`config.mk`:
```
export PLATFORM = sky130hd
export DESIGN_NAME = pipe_hazard_ctrl
export DESIGN_NICKNAME = d
export VERILOG_FILES = /design/src/rtl/pipe_ctrl_pkg.sv /design/src/rtl/load_use_detect.sv /design/src/rtl/pipe_hazard_ctrl.sv
export SDC_FILE = /design/constraint.sdc
export NUM_CORES = 1
export LEC_CHECK = 0
export CAP_MARGIN = 0
export CORE_MARGIN = 3
export CORE_UTILIZATION = 38
export CTS_BUF_LIST = sky130_fd_sc_hd__clkbuf_8
export DETAILED_ROUTE_END_ITERATION = 6
export PLACE_DENSITY = 0.89
export SLEW_MARGIN = 20
export SYNTH_ARGS = -nofsm -noshare
export SYNTH_HDL_FRONTEND = slang
export SYNTH_HIERARCHICAL = 1
export SYNTH_SLANG_ARGS = --single-unit
```
`constraint.sdc`:
```
create_clock -name i_clk -period 2.81 [get_ports i_clk]
set_input_delay 0.4215 -clock i_clk [delete_from_list [all_inputs] [get_ports i_clk]]
set_output_delay 0.4215 -clock i_clk [all_outputs]
set_load 0.05 [all_outputs]
```
`src/rtl/pipe_ctrl_pkg.sv`:
```
// Shared types and constants for the pipeline hazard/trap controller.
package pipe_ctrl_pkg;

  typedef enum logic [1:0] {
    ST_RUN   = 2'd0,
    ST_DRAIN = 2'd1,
    ST_TRAP  = 2'd2
  } state_e;

  localparam logic [31:0] NOP_INSN             = 32'h0000_0013;
  localparam int          DRAIN_CYCLES_DEFAULT = 2;

endpackage

```
`src/rtl/load_use_detect.sv`:
```
// Flags a decode-stage read of a register still being loaded by the EX stage.
module load_use_detect (
  input  logic [4:0] i_id_rs1_addr,
  input  logic [4:0] i_id_rs2_addr,
  input  logic       i_id_use_rs1,
  input  logic       i_id_use_rs2,
  input  logic [4:0] i_ex_rd_addr,
  input  logic       i_ex_is_load,
  output logic       o_hazard
);

  logic rs1_hit;
  logic rs2_hit;

  // x0 is hardwired to zero, so a load targeting it never creates a dependency
  assign rs1_hit  = i_id_use_rs1 && (i_id_rs1_addr == i_ex_rd_addr);
  assign rs2_hit  = i_id_use_rs2 && (i_id_rs2_addr == i_ex_rd_addr);
  assign o_hazard = i_ex_is_load && (i_ex_rd_addr != 5'd0) && (rs1_hit || rs2_hit);

endmodule

```
`src/rtl/pipe_hazard_ctrl.sv`:
```
// Stall/flush/redirect control for a 3-stage front end, with interrupt drain and trap entry.
module pipe_hazard_ctrl
  import pipe_ctrl_pkg::*;
#(
  parameter int DRAIN_CYCLES = DRAIN_CYCLES_DEFAULT
) (
  input  logic        i_clk,
  input  logic        i_rst_n,
  input  logic [4:0]  i_id_rs1_addr,
  input  logic [4:0]  i_id_rs2_addr,
  input  logic        i_id_use_rs1,
  input  logic        i_id_use_rs2,
  input  logic [4:0]  i_ex_rd_addr,
  input  logic        i_ex_is_load,
  input  logic        i_ex_mispredict,
  input  logic [31:0] i_ex_target_pc,
  input  logic        i_ex_mret,
  input  logic [31:0] i_mepc,
  input  logic        i_irq_pending,
  input  logic [3:0]  i_irq_cause,
  input  logic        i_mie,
  input  logic [31:0] i_mtvec,
  input  logic        i_id_insn_vld,
  input  logic [31:0] i_id_pc,
  input  logic [31:0] i_if_pc,
  output logic        o_pc_en,
  output logic        o_if_id_en,
  output logic        o_id_ex_en,
  output logic        o_if_id_flush,
  output logic        o_id_ex_flush,
  output logic        o_redirect,
  output logic [31:0] o_redirect_pc,
  output logic        o_trap_take,
  output logic [31:0] o_trap_epc,
  output logic [3:0]  o_trap_cause,
  output logic        o_busy
);

  localparam logic [1:0] CNT_INIT = 2'(DRAIN_CYCLES - 1);

  state_e      state_q, state_d;
  logic [1:0]  cnt_q,   cnt_d;
  logic [31:0] epc_q,   epc_d;
  logic [3:0]  cause_q, cause_d;

  logic        hazard;
  logic        redir_act;
  logic [31:0] redir_pc;
  logic        irq_take;

  load_use_detect u_load_use_detect (
    .i_id_rs1_addr (i_id_rs1_addr),
    .i_id_rs2_addr (i_id_rs2_addr),
    .i_id_use_rs1  (i_id_use_rs1),
    .i_id_use_rs2  (i_id_use_rs2),
    .i_ex_rd_addr  (i_ex_rd_addr),
    .i_ex_is_load  (i_ex_is_load),
    .o_hazard      (hazard)
  );

  // Mispredict wins over mret when both resolve in the same cycle
  assign redir_act = i_ex_mispredict || i_ex_mret;
  assign redir_pc  = i_ex_mispredict ? i_ex_target_pc : i_mepc;
  assign irq_take  = i_irq_pending && i_mie;

  always_comb begin
    state_d       = state_q;
    cnt_d         = cnt_q;
    epc_d         = epc_q;
    cause_d       = cause_q;
    o_pc_en       = 1'b1;
    o_if_id_en    = 1'b1;
    o_id_ex_en    = 1'b1;
    o_if_id_flush = 1'b0;
    o_id_ex_flush = 1'b0;
    o_redirect    = 1'b0;
    o_redirect_pc = 32'h0;
    o_trap_take   = 1'b0;
    o_trap_epc    = epc_q;
    o_trap_cause  = cause_q;
    o_busy        = (state_q != ST_RUN);

    unique case (state_q)
      ST_RUN: begin
        if (irq_take) begin
          // The pending redirect becomes the resume point instead of being taken now
          state_d       = ST_DRAIN;
          cnt_d         = CNT_INIT;
          cause_d       = i_irq_cause;
          epc_d         = redir_act ? redir_pc : (i_id_insn_vld ? i_id_pc : i_if_pc);
          o_pc_en       = 1'b0;
          o_if_id_en    = 1'b0;
          o_id_ex_flush = 1'b1;
        end else if (redir_act) begin
          o_redirect    = 1'b1;
          o_redirect_pc = redir_pc;
          o_if_id_flush = 1'b1;
          o_id_ex_flush = 1'b1;
        end else if (hazard) begin
          o_pc_en       = 1'b0;
          o_if_id_en    = 1'b0;
          o_id_ex_flush = 1'b1;
        end
      end
      ST_DRAIN: begin
        // Trap is committed here: irq/mie changes are deliberately not sampled
        o_pc_en       = 1'b0;
        o_if_id_en    = 1'b0;
        o_id_ex_flush = 1'b1;
        if (cnt_q == 2'd0) state_d = ST_TRAP;
        else               cnt_d   = cnt_q - 2'd1;
      end
      ST_TRAP: begin
        o_trap_take   = 1'b1;
        o_redirect    = 1'b1;
        o_redirect_pc = i_mtvec;
        o_if_id_flush = 1'b1;
        o_id_ex_flush = 1'b1;
        state_d       = ST_RUN;
      end
      default: state_d = ST_RUN;
    endcase

    if (!i_rst_n) begin
      state_d       = ST_RUN;
      cnt_d         = 2'd0;
      epc_d         = 32'h0;
      cause_d       = 4'h0;
      o_pc_en       = 1'b1;
      o_if_id_en    = 1'b1;
      o_id_ex_en    = 1'b1;
      o_if_id_flush = 1'b0;
      o_id_ex_flush = 1'b0;
      o_redirect    = 1'b0;
      o_redirect_pc = 32'h0;
      o_trap_take   = 1'b0;
      o_busy        = 1'b0;
    end
  end

  always_ff @(posedge i_clk) begin
    state_q <= state_d;
    cnt_q   <= cnt_d;
    epc_q   <= epc_d;
    cause_q <= cause_d;
  end

endmodule

```
==> metrics <==
Post-synth EDFFs 0; root buffer cell clkbuf_8; crit-path max cell delay 0.42 ns; Port-buffer cells roughly 260; crit-path cells clkdlybuf4s50_1 > xor2_1 > nor4_2 > nand3_1 > a21oi_2 > a21oi_1 > or3_1 > buf_4; DRC viols 0; fill count 607; Mapped Area between 3000 and 4000 um^2; FF/Latch Area ~800 um^2; post-layout util approximately 75%; Clock power frac between 20% and 30%; routed wl met3 between 1.5 and 2 mm; switching power about 880 uW; critical path class input pin to output pin; num rows 34; synthesized flop and latch total 40; Starting Density between 30% and 40%; Final nets about 890; GRT Residual Overflow 0; crit share post-route 97.9%; WL/cell approximately 20 um; # hold bufs at CTS 0; share of cells above drive strength 1 between 10% and 20%; Die Height about 100 um; ys async rst share 0%; Seq/Total Area, Yosys between 20% and 30%; max-cap viol count 0; Worst Setup End Kind output pin; top_reg_cell synth dfxtp_1; CP max-delay cell clkdlybuf4s50_1; pin count of the biggest net entering global routing 70; Ports between 200 and 300; achievable frequency between 300 and 400 MHz; first-pass GRT wire length between 20 and 25 mm; clock sinks 40; Placement Cell Area about 6400 um^2; outcome completed; detailed-route via count about 4,400; crit path max fanout 2; Period minus WS final 2.75 ns; Final Cell Area around 6600 um^2; clk_skew ~0.013 ns; Internal roughly 1500 uW; clk_lat worst skew a little under 0.3 ns; DRT antenna net count 0; CP Launch Type input pin; initial antenna violation count 1; Max transition margin between 30% and 40%; switching share of total power 37.6%; Placed Cells between 700 and 800; Iter 0 DRT Violations around 160; Worst R2R Setup Slack roughly 0.7 ns; CTS tree done; core area 8810 um^2; synth warn 6; worst-margin pin slew 1.02 ns; worst IR drop on VDD roughly 240 uV; P&R area growth vs syn 88.9%; # setup viols final 0; Longest Clk Path Bufs 2; TritonRoute pass-1 iters 5; leakage power between 0.002 and 0.0025 uW; GRT Resource Usage Total between 20 and 30%; Vias/cell 5.54; DR top layer met4; Slew Limit Fails 0; Final HPWL DP 11.7 mm; Synth Instances between 400 and 500; met2 WL 7.95 mm; non-filler cells in the finished layout ~800; vias in the first global route between 4,000 and 5,000; final hold viol count 0; min-delay worst type flip-flop to flip-flop; area occupied by multi-input gates ~2400 um^2; # H-tree levels 2; Pwr Total ~2300 uW; full die area 10,400 um^2; Post-Syn Nets about 650; GP Congestion between 0.8 and 0.9; RSZ-0062 raised after global routing no; Netlist cell types 43; critical path arrival between 2 and 2.5 ns; CTS buffer count 5; met1 wire length approximately 5.6 mm; synthesized area per cell approximately 7.7 um^2; Worst EP required 2.39 ns; die width around 100 um; clk slew on worst S/H paths 0.09 ns; Power per Cell Area about 350 nW/um^2; Combinational Power Share roughly 52%; TNS Setup 0 ns; Seq pwr share 27.1%; Total Routed Length 15.7 mm
-- power groups by stage --
stage / Combinational (uW) / Sequential [uW] / Clock, uW
after global placement: 1190 / 643 / 0
after detailed placement: 1210 / 645 / 0
after floorplan: 498 / 778 / 0
final: 1220 / 633 / 482
after global routing: 1280 / 638 / 509
after CTS: 1220 / 633 / 486
-- per-layer routing --
metal	vias to the layer above	global-route usage, %
met5	-	0
met4	0	11.4
met3	40	8.94
met2	251	51.6
met1	2052	30.1
li1	2092	-
-- area by class of cell --
class	count	area share, %
repair buffers	277	47.1
multi-input cells	362	36.7
flip-flops and latches	40	12.1
well taps	108	2.05
clock buffers	5	1.04
clock inverters	3	0.644
inverters	5	0.284
diodes	1	0.0379
-- cells by family (layout without fill, tap and decap cells) --
logic type | after synthesis | count (layout) | share of synthesized area (%)
AND/OR/NAND/NOR | 161 | 161 | 22.1
AO/OA/AOI/OAI | 151 | 152 | 31.0
buffers and inverters | 50 | 290 | 8.91
flip-flops | 40 | 40 | 22.9
multiplexers | 32 | 32 | 10.3
XOR/XNOR | 10 | 10 | 2.51
adder cells (fa/ha/maj) | 6 | 6 | 2.15
other | 1 | 2 | 0.107
-- critical path: cells and delay by family --
| family | cells | cell delay (ns) |
|---|---|---|
| AND/OR/NAND/NOR | 3 | 0.85 |
| XOR/XNOR | 1 | 0.16 |
| AO/OA/AOI/OAI | 2 | 0.27 |
| buffers and inverters | 2 | 0.63 |
-- registers in the layout, indices dropped and copies added, names as in the netlist --
| register | cells |
|---|---|
| o_trap_epc | 32 |
| o_trap_cause | 4 |
| cnt_q | 2 |
| state_q | 2 |
-- path summary, 6_finish.rpt --
check,startpoint,to,depth (start not counted)
max,i_id_rs2_addr[1],o_if_id_en,8
min,o_trap_cause[0]$_SDFFE_PN0P_,o_trap_cause[0]$_SDFFE_PN0P_,2
max reg2reg,state_q[1]$_SDFFE_PN0P_,o_trap_epc[28]$_SDFFE_PN0P_,7
min reg2reg,o_trap_cause[0]$_SDFFE_PN0P_,o_trap_cause[0]$_SDFFE_PN0P_,2
-- cells in the final DEF, fill, tap and decap left out, drive strengths merged, types with 2 or more instances in the layout --
cell type,n
nand2,107
nor2,5
mux2,32
xor2,8
inv,4
xnor2,2
clkinv,2
a41oi,32
dfxtp,40
buf,55
dlymetal6s2s,4
clkdlybuf4s50,218
a21oi,43
o21ai,40
nand3b,33
ha,6
a21o,32
nor4,2
clkbuf,5
nand3,5
or2,2
-- metrics by stage --
step,setup WS [ns],hold slack [ns]
after floorplan,0.0461,0.487
after global placement,0.118,0.443
after detailed placement,-0.0808,0.459
after CTS,0.0171,0.471
after global routing,0.0134,0.491
final,0.0597,0.464
-- cells in the mapped netlist (all sizes together) (2+ instances only) --
| library cell | number | area, um^2 |
|---|---|---|
| dfxtp | 40 | 801 |
| xor2 | 8 | 70.1 |
| xnor2 | 2 | 17.5 |
| nand3 | 5 | 25.0 |
| nor2 | 5 | 21.3 |
| mux2 | 32 | 360 |
| inv | 4 | 15.0 |
| clkbuf | 12 | 46.3 |
| nor4 | 2 | 18.8 |
| o21ai | 39 | 195 |
| a21oi | 43 | 320 |
| ha | 6 | 75.1 |
| nand2 | 107 | 402 |
| buf | 33 | 246 |
| or2 | 2 | 12.5 |
| a41oi | 32 | 280 |
| nand3b | 33 | 248 |
| a21o | 32 | 245 |
-- timing repair --
item,in CTS,in global routing
cloned,1,0
pin swaps,1,3
resized for setup,4,7
endpoints found under the setup margin,15,4
buffers inserted,0,0
(Power assumes the default switching activity.)
